**src/rtl/keyed_dut_pkg.sv**
```systemverilog
// Package: keyed_dut_pkg
// Shared types, constants and round functions for keyed_dut_seq_core.
// The functions work on vectors MAX_W bits wide and take the live width as
// an argument. Callers zero-extend their operands and keep the low bits of
// the result, so one function body serves every legal DATA_W/KEY_W.
package keyed_dut_pkg;

  localparam int MAX_W = 64;

  typedef enum logic [1:0] {
    IDLE  = 2'd0,
    DELAY = 2'd1,
    EVAL  = 2'd2,
    DONE  = 2'd3
  } state_e;

  // Fibonacci LFSR x^8+x^6+x^5+x^4+1, shifting toward the MSB.
  // The taps pick bits 7,5,4,3 of the current value.
  localparam logic [7:0] LFSR_SEED = 8'hA5;
  localparam logic [7:0] LFSR_TAPS = 8'hB8;

  // Rotate-left by n within the low w bits. Bits at and above w come out 0.
  function automatic logic [MAX_W-1:0] rotl(input logic [MAX_W-1:0] s,
                                            input int n, input int w);
    logic [MAX_W-1:0] res;
    res = '0;
    for (int i = 0; i < MAX_W; i++) begin
      if (i < w) res[i] = s[(i + w - (n % w)) % w];
    end
    return res;
  endfunction

  // Repeat the key across the state width: kx[i] = key[i % key_w].
  function automatic logic [MAX_W-1:0] expand_key(input logic [MAX_W-1:0] key,
                                                  input int key_w, input int w);
    logic [MAX_W-1:0] kx;
    kx = '0;
    for (int i = 0; i < MAX_W; i++) begin
      if (i < w) kx[i] = key[i % key_w];
    end
    return kx;
  endfunction

  // One keyed round: rotl(s,1) ^ (s & rotl(s,3)) ^ kx ^ r.
  function automatic logic [MAX_W-1:0] keyed_round(input logic [MAX_W-1:0] s,
                                                   input logic [MAX_W-1:0] kx,
                                                   input logic [MAX_W-1:0] r,
                                                   input int w);
    return rotl(s, 1, w) ^ (s & rotl(s, 3, w)) ^ kx ^ r;
  endfunction

endpackage

```
**src/rtl/keyed_dut_delay_lfsr.sv**
```systemverilog
// Module: keyed_dut_delay_lfsr
// Free-running 8-bit Fibonacci LFSR that supplies the random pre-evaluation
// delay. It is only instantiated when KEYED_DUT_RAND_DELAY_EN is defined.
// Ports:
//   clk    in   clock
//   rst_n  in   asynchronous active-low reset (loads LFSR_SEED)
//   dly    out  low two LFSR bits, the candidate delay in cycles
module keyed_dut_delay_lfsr
  import keyed_dut_pkg::*;
(
  input  logic       clk,
  input  logic       rst_n,
  output logic [1:0] dly
);

  logic [7:0] lfsr_reg;
  logic       feedback;

  assign feedback = ^(lfsr_reg & LFSR_TAPS);

  always_ff @(posedge clk or negedge rst_n) begin
    if (!rst_n) lfsr_reg <= LFSR_SEED;
    else        lfsr_reg <= {lfsr_reg[6:0], feedback};
  end

  assign dly = lfsr_reg[1:0];

endmodule

```
**src/rtl/keyed_dut_seq_core.sv**
```systemverilog
// Module: keyed_dut_seq_core
// Sequential logic-locked DUT for power-trace capture. A serially loaded,
// double-buffered key drives ROUNDS keyed nonlinear rounds over a DATA_W
// state, one round per clock. trigger is high exactly during the round
// cycles so the scope window covers only the evaluation.
// Optional feature macro: KEYED_DUT_RAND_DELAY_EN adds a random 0..3 cycle
// DELAY state between accept and evaluation (trigger stays low there).
// Ports:
//   clk, rst_n          clock, asynchronous active-low reset
//   key_bit_valid/bit   serial key load into the shadow key, LSB first
//   key_commit          pulse: shadow -> active (deferred to IDLE if busy)
//   key_pending         a deferred commit is waiting for IDLE
//   in_valid/ready/data input handshake, ready only in IDLE
//   out_valid/ready/data result handshake, result held until taken
//   trigger             registered scope trigger, high during EVAL
module keyed_dut_seq_core
  import keyed_dut_pkg::*;
#(
  parameter int DATA_W = 36,
  parameter int OUT_W  = 7,
  parameter int KEY_W  = 10,
  parameter int ROUNDS = 4
) (
  input  logic              clk,
  input  logic              rst_n,
  input  logic              key_bit_valid,
  input  logic              key_bit,
  input  logic              key_commit,
  output logic              key_pending,
  input  logic              in_valid,
  output logic              in_ready,
  input  logic [DATA_W-1:0] in_data,
  output logic              out_valid,
  input  logic              out_ready,
  output logic [OUT_W-1:0]  out_data,
  output logic              trigger
);

  localparam int RW = (ROUNDS > 1) ? $clog2(ROUNDS) : 1;

  state_e             state_reg, state_next;
  logic [KEY_W-1:0]   shadow_reg, shadow_next, active_reg;
  logic               pending_reg;
  logic [DATA_W-1:0]  s_reg;
  logic [RW-1:0]      r_reg;
  logic [OUT_W-1:0]   out_data_reg;
  logic               out_valid_reg, trigger_reg;

  logic               accept, last_round, commit_req, commit_now;
  logic [MAX_W-1:0]   s_ext, key_ext, r_ext, kx_full, round_full;

  assign accept     = (state_reg == IDLE) && in_valid;
  assign last_round = (state_reg == EVAL) && (r_reg == RW'(ROUNDS - 1));
  // A commit requested now or earlier lands on the first edge spent in IDLE.
  assign commit_req = key_commit || pending_reg;
  assign commit_now = commit_req && (state_reg == IDLE);

  generate
    if (KEY_W == 1) begin : g_shadow_one
      assign shadow_next = key_bit;
    end else begin : g_shadow_many
      assign shadow_next = {key_bit, shadow_reg[KEY_W-1:1]};
    end
  endgenerate

  // Widen operands to the package function width.
  always_comb begin
    s_ext   = '0;
    key_ext = '0;
    r_ext   = '0;
    s_ext[DATA_W-1:0] = s_reg;
    key_ext[KEY_W-1:0] = active_reg;
    r_ext[RW-1:0] = r_reg;
  end

  assign kx_full    = expand_key(key_ext, KEY_W, DATA_W);
  assign round_full = keyed_round(s_ext, kx_full, r_ext, DATA_W);

  generate
    if (DATA_W < MAX_W) begin : g_unused_hi
      logic unused_round_hi;
      assign unused_round_hi = ^round_full[MAX_W-1:DATA_W];
    end
  endgenerate

`ifdef KEYED_DUT_RAND_DELAY_EN
  logic [1:0] lfsr_dly;
  logic [1:0] delay_cnt_reg;

  keyed_dut_delay_lfsr u_delay_lfsr (
    .clk   (clk),
    .rst_n (rst_n),
    .dly   (lfsr_dly)
  );

  // Loaded with the LFSR value on accept; counts the DELAY cycles left.
  always_ff @(posedge clk or negedge rst_n) begin
    if (!rst_n) begin
      delay_cnt_reg <= '0;
    end else if (accept) begin
      delay_cnt_reg <= lfsr_dly;
    end else if (state_reg == DELAY) begin
      delay_cnt_reg <= delay_cnt_reg - 2'd1;
    end
  end
`endif

  always_comb begin
    state_next = state_reg;
    case (state_reg)
      IDLE: begin
        if (in_valid) begin
`ifdef KEYED_DUT_RAND_DELAY_EN
          state_next = (lfsr_dly == 2'd0) ? EVAL : DELAY;
`else
          state_next = EVAL;
`endif
        end
      end
      DELAY: begin
`ifdef KEYED_DUT_RAND_DELAY_EN
        if (delay_cnt_reg == 2'd1) state_next = EVAL;
`else
        state_next = IDLE;  // unreachable without the delay feature
`endif
      end
      EVAL: begin
        if (last_round) state_next = DONE;
      end
      DONE: begin
        if (out_ready) state_next = IDLE;
      end
      default: state_next = IDLE;
    endcase
  end

  always_ff @(posedge clk or negedge rst_n) begin
    if (!rst_n) begin
      state_reg     <= IDLE;
      shadow_reg    <= '0;
      active_reg    <= '0;
      pending_reg   <= 1'b0;
      s_reg         <= '0;
      r_reg         <= '0;
      out_data_reg  <= '0;
      out_valid_reg <= 1'b0;
      trigger_reg   <= 1'b0;
    end else begin
      state_reg     <= state_next;
      out_valid_reg <= (state_next == DONE);
      trigger_reg   <= (state_next == EVAL);

      if (key_bit_valid) shadow_reg <= shadow_next;
      // Uses the pre-shift shadow when a shift and a commit coincide.
      if (commit_now) active_reg <= shadow_reg;
      pending_reg <= commit_req && (state_reg != IDLE);

      if (accept) begin
        s_reg <= in_data;
        r_reg <= '0;
      end else if (state_reg == EVAL) begin
        s_reg <= round_full[DATA_W-1:0];
        r_reg <= r_reg + RW'(1);
      end

      if (last_round) out_data_reg <= round_full[OUT_W-1:0];
    end
  end

  assign key_pending = pending_reg;
  assign in_ready    = (state_reg == IDLE);
  assign out_valid   = out_valid_reg;
  assign out_data    = out_data_reg;
  assign trigger     = trigger_reg;

endmodule
```
**config.mk**
```make
export PLATFORM = sky130hd
export DESIGN_NAME = keyed_dut_seq_core
export DESIGN_NICKNAME = d
export VERILOG_FILES = /design/src/rtl/keyed_dut_pkg.sv /design/src/rtl/keyed_dut_delay_lfsr.sv /design/src/rtl/keyed_dut_seq_core.sv
export SDC_FILE = /design/constraint.sdc
export NUM_CORES = 1
export LEC_CHECK = 0
export BUFFER_PORTS_ARGS = -buffer_cell sky130_fd_sc_hd__buf_4
export CAP_MARGIN = 20
export CORE_AREA = 4 4 61 119
export DETAILED_ROUTE_END_ITERATION = 12
export DIE_AREA = 0 0 65 123
export PLACE_DENSITY = 0.81
export SETUP_SLACK_MARGIN = 0.5
export SLEW_MARGIN = 0
export SYNTH_ARGS = -nofsm -noshare
export SYNTH_HDL_FRONTEND = slang
export SYNTH_SLANG_ARGS = --single-unit
export TNS_END_PERCENT = 30
```
**constraint.sdc**
```tcl
create_clock -name clk -period 2.7 [get_ports clk]
set_clock_uncertainty 0.1 [all_clocks]
set_input_delay 0.675 -clock clk [delete_from_list [all_inputs] [get_ports clk]]
set_output_delay 0.675 -clock clk [all_outputs]
set_load 0.01 [all_outputs]
```
* Word-level counts from Yosys, hierarchy flattened
Cells that the tools add are included.
** Storage, ports and cells
- Flip-flop bits (word level) :: 70
- Bits of input ports :: 43
- Output and inout port bits :: 11
- Logic and storage cells :: 36
** Operators by class
- Add/subtract/negate cells :: 1
- Eq/ne operators :: 6
- Muxes and demuxes :: 8
- Bitwise operators :: 4
- Reduce and logical (&&, ||, !) cells :: 8
** Operators with widths (number)
- $mux W36 :: 2
- $xor A36 B36 Y36 :: 2
- $and A36 B36 Y36 :: 1
- $xor A36 B2 Y36 :: 1
- $eq A2 B2 Y1 const B :: 5
- $mux W2 :: 5
- $pmux W2 S4 :: 1
- $logic_and A1 B1 Y1 :: 4
- $reduce_bool A2 Y1 :: 2
- $add A2 B1 Y2 const B :: 1
- $eq A2 B1 Y1 const B :: 1
- $logic_not A2 Y1 :: 1
- $logic_or A1 B1 Y1 :: 1

* Depth between registers and ports, before layout
- Depth after elaboration :: 6
- Depth in mapped cells :: 7
- Mapped depth without buffers :: 4

* Worst setup path before layout
OpenSTA, ideal clock, no wires.
- Path kind :: register to output
- Start point :: reg state_reg[0]
- End point :: out in_ready
- Arrival :: 0.863 ns
- Required time :: 1.925 ns
- Setup slack :: 1.062 ns
- Stages on the path, launching flop included :: 4
- Path buffers :: 2
- Cells stage by stage :: dfrtp_1 buf_6 buf_2 nor2_1
** Between the ends
- Longest elaborated chain between the ends :: 1
** RTL lines
- start, declared :: RTL line keyed_dut_seq_core.sv:41 : state_e state_reg, state_next;
- start signal, assigned :: RTL line keyed_dut_seq_core.sv:149 : state_reg <= state_next;
- $logic_not A2 Y1 :: RTL line keyed_dut_seq_core.sv:171 : assign in_ready = (state_reg == IDLE);
- end, declared :: RTL line keyed_dut_seq_core.sv:31 : output logic in_ready,
No other way between the ends.

* Final worst setup path
Same ends and word-level chain as after synthesis.

==> run summary <==
## Status
- complete, no violations — result of the run

## Worst setup path
- 13 — Crit Path Max Fanout
- state_reg[0]$_DFF_PN0_ — crit path from
- flop — Startpoint Class
- 1.33 ns — Arr. time, crit path
- 5 — Reg2Reg Depth
- reg2out — Setup Crit Path Kind
- primary output — endpoint kind of the worst setup timing path
- 1.92 ns — Req. time, crit path
- state_reg[0]$_DFF_PN0_ — startpoint of the most critical register-to-register path

## Place
- 53 — port buffer count
- 485 — cell count after placement
- 0.851 — last weighted congestion value of the routability-driven placer
- 5.93 mm — dpl hpwl
- 4120 sq um — Cell Area, Placed
- 0.849 ns — Setup WS pre-CTS

## Clock tree
- 2 — Max Buffers Root-to-Sink
- 0 — number of post-CTS setup repair buffers
- 0.33 ns — Clock Latency Late Sink
- 3 — H-tree depth reported by CTS
- 70 — Clock Sink Count
- 0.05 ns — register clock-pin slew on the reported worst setup and hold paths
- sky130_fd_sc_hd__clkbuf_16 — root buffer cell
- 9 — Inserted Clock Buffers
- yes — CTS tree

## Layout
- 36 — flip-flop count of the largest register, all copies and words added
- sky130_fd_sc_hd__dfrtp_1 (69), sky130_fd_sc_hd__nor2_1 (68), sky130_fd_sc_hd__buf_4 (57) — commonest cells after routing, fill and taps aside
- sky130_fd_sc_hd__dfrtp_1 — most frequent standard cell in the layout excluding fill and tap cells
- 454 — count of nets after finishing
- 0 — number of diodes added for antenna fixing
- 20.5% — Syn-to-layout area delta
- 26.5% — layout cells sized above 1
- 4490 sq um — final cell area excluding filler cells
- 501 — fin cells

## Die
- 54 — Top-Level Pins
- 123 um — y dimension of the die
- 41 — total number of placement rows
- 6310 sq um — Core ar.
- 8000 sq um — die area
- 59.0% — Initial Util
- 65 um — Die Width

## Pwr
- 0.723 mV — maximum VDD drop
- 1590 nW/um^2 — Cell Pwr Density
- 7.14 mW — Overall Power
- 1.95 nW — total leakage power

## GRT
- 0 — global-route congestion overflow total
- 71 — maximum number of pins on one net before global-route repair
- 2938 — number of global-route vias before repair
- 0 — antenna violations before repair
- 14.4 mm — global-route wire length before repair
- 24.1% — Tot GR Track Use

## Synthesis
- 409 — synthesized net count
- sky130_fd_sc_hd__dfrtp_1 — ys flop type
- 3720 sq um — netlist area before placement
- 47.0% — sequential-to-total area share from yosys stat
- 0 — number of flops mapped to enable cells by yosys
- 100% — share of flip-flops with an asynchronous set or reset after synthesis
- 70 — synthesized flop and latch total
- 29 — count of cell types in the netlist
- 365 — synthesized netlist cell count
- 0 — warning count from the yosys run
- 10.2 sq um — Synth Area per Inst

## Detailed routing
- 17.8 um — drt wl/cell
- 5.73 — drt via density
- 0 — number of routed nets with antenna violations
- 158 — drt first-iter violations
- 2872 — routed vias
- 4 — 1st-pass router iterations
- 8.91 mm — drt total wl
- 0 — Remaining DRCs

## Timing
- no — setup repair after global routing missed its margin
- 0 — Final setup viols
- 78.0% — final critical-path share of the clock period
- 41.8% — relative slew slack
- 0 — Slew Limit Fails
- 0.595 ns — final critical-path setup slack
- 0.873 ns — transition time at the pin with the least slew margin
- 0 — Hold Fails Final Rpt
- 2.10 ns — Min Clock Period, post-route
- 0 ns — aggregate negative setup slack
- 475 MHz — maximum clock frequency

## Worst hold path
- in2async — Hold WC Path Type

## Run
- 0 — Max Cap Violations

-- stage by stage --
stage	util, %	hold slack, ns
after floorplan	-	0.279
after global placement	65.4	0.362
after detailed placement	65.4	0.368
after CTS	71.1	0.379
after global routing	71.1	0.404
final	71.1	0.350
-- cells in the mapped netlist, drive strengths merged, types with 2 or more instances --
library cell,count,area [sq um]
inv,2,7.50
a21oi,3,15.0
xor2,31,272
nand2,46,195
o21ai,9,71.3
mux2,20,225
xnor2,43,377
o32ai,31,272
nor3,6,41.3
clkbuf,5,18.8
nor2,70,273
a211oi,5,37.5
dfrtp,70,1750
buf,18,116
-- logic make-up after synthesis --
group	count (synthesis)	share of synthesized area, %
and+or+nand+nor	125	14.2
xor gates and xnor gates	74	17.4
DFF	70	47.0
AOI/OAI and AO/OA	49	10.9
buffers and inverters	25	3.83
muxes	21	6.32
adders and majority gates	1	0.336
-- power by group --
| part | leakage, nW | total [mW] | internal [mW] | switching (mW) |
|---|---|---|---|---|
| Clock | 0.177 | 1.43 | 0.995 | 0.434 |
| Combinational | 0.963 | 3.40 | 1.71 | 1.69 |
| Sequential | 0.810 | 2.30 | 1.59 | 0.708 |
| Total | 1.95 | 7.14 | 4.30 | 2.84 |
-- timing repair --
action | CTS | global route
hold buffers | 0 | 0
resized for setup | 0 | 1
hold endpoints to repair | 0 | 0
endpoints found under the setup margin | 0 | 1
-- final cells by class --
class / count / area [sq um]
repair buffers: 57 / 428
flip-flops and latches: 70 / 1750
clock buffers: 10 / 229
fillers: 484 / 1820
multi-input cells: 270 / 1830
inverters: 2 / 7.51
clock inverters: 6 / 134
well taps: 86 / 108
-- routing by layer --
metal  GRT usage (%)  wire [um]
met1            25.9       3250
met4            14.7        402
met3            4.64        386
met5               0          0
met2            42.7       4870
-- worst paths after layout --
kind / to / slack (ns)
setup reg to reg: out_data[2]$_DFFE_PN0P_ / 0.85
min in group clk: out_data[6]$_DFFE_PN0P_ / 0.38
hold reg to reg: out_data[6]$_DFFE_PN0P_ / 0.38
setup / recovery: in_ready / 0.60
max in group asynchronous: state_reg[0]$_DFF_PN0_ / 1.56
hold / removal: s_reg[33]$_DFFE_PN0P_ / 0.35
-- worst max-delay path, stage by stage (launching register included) --
cell,delay [ns]
sky130_fd_sc_hd__dfrtp_2,0.48
sky130_fd_sc_hd__buf_4,0.22
sky130_fd_sc_hd__nor2_1,0.15
sky130_fd_sc_hd__buf_4,0.14
No activity file was read; power rests on OpenSTA's default activity.
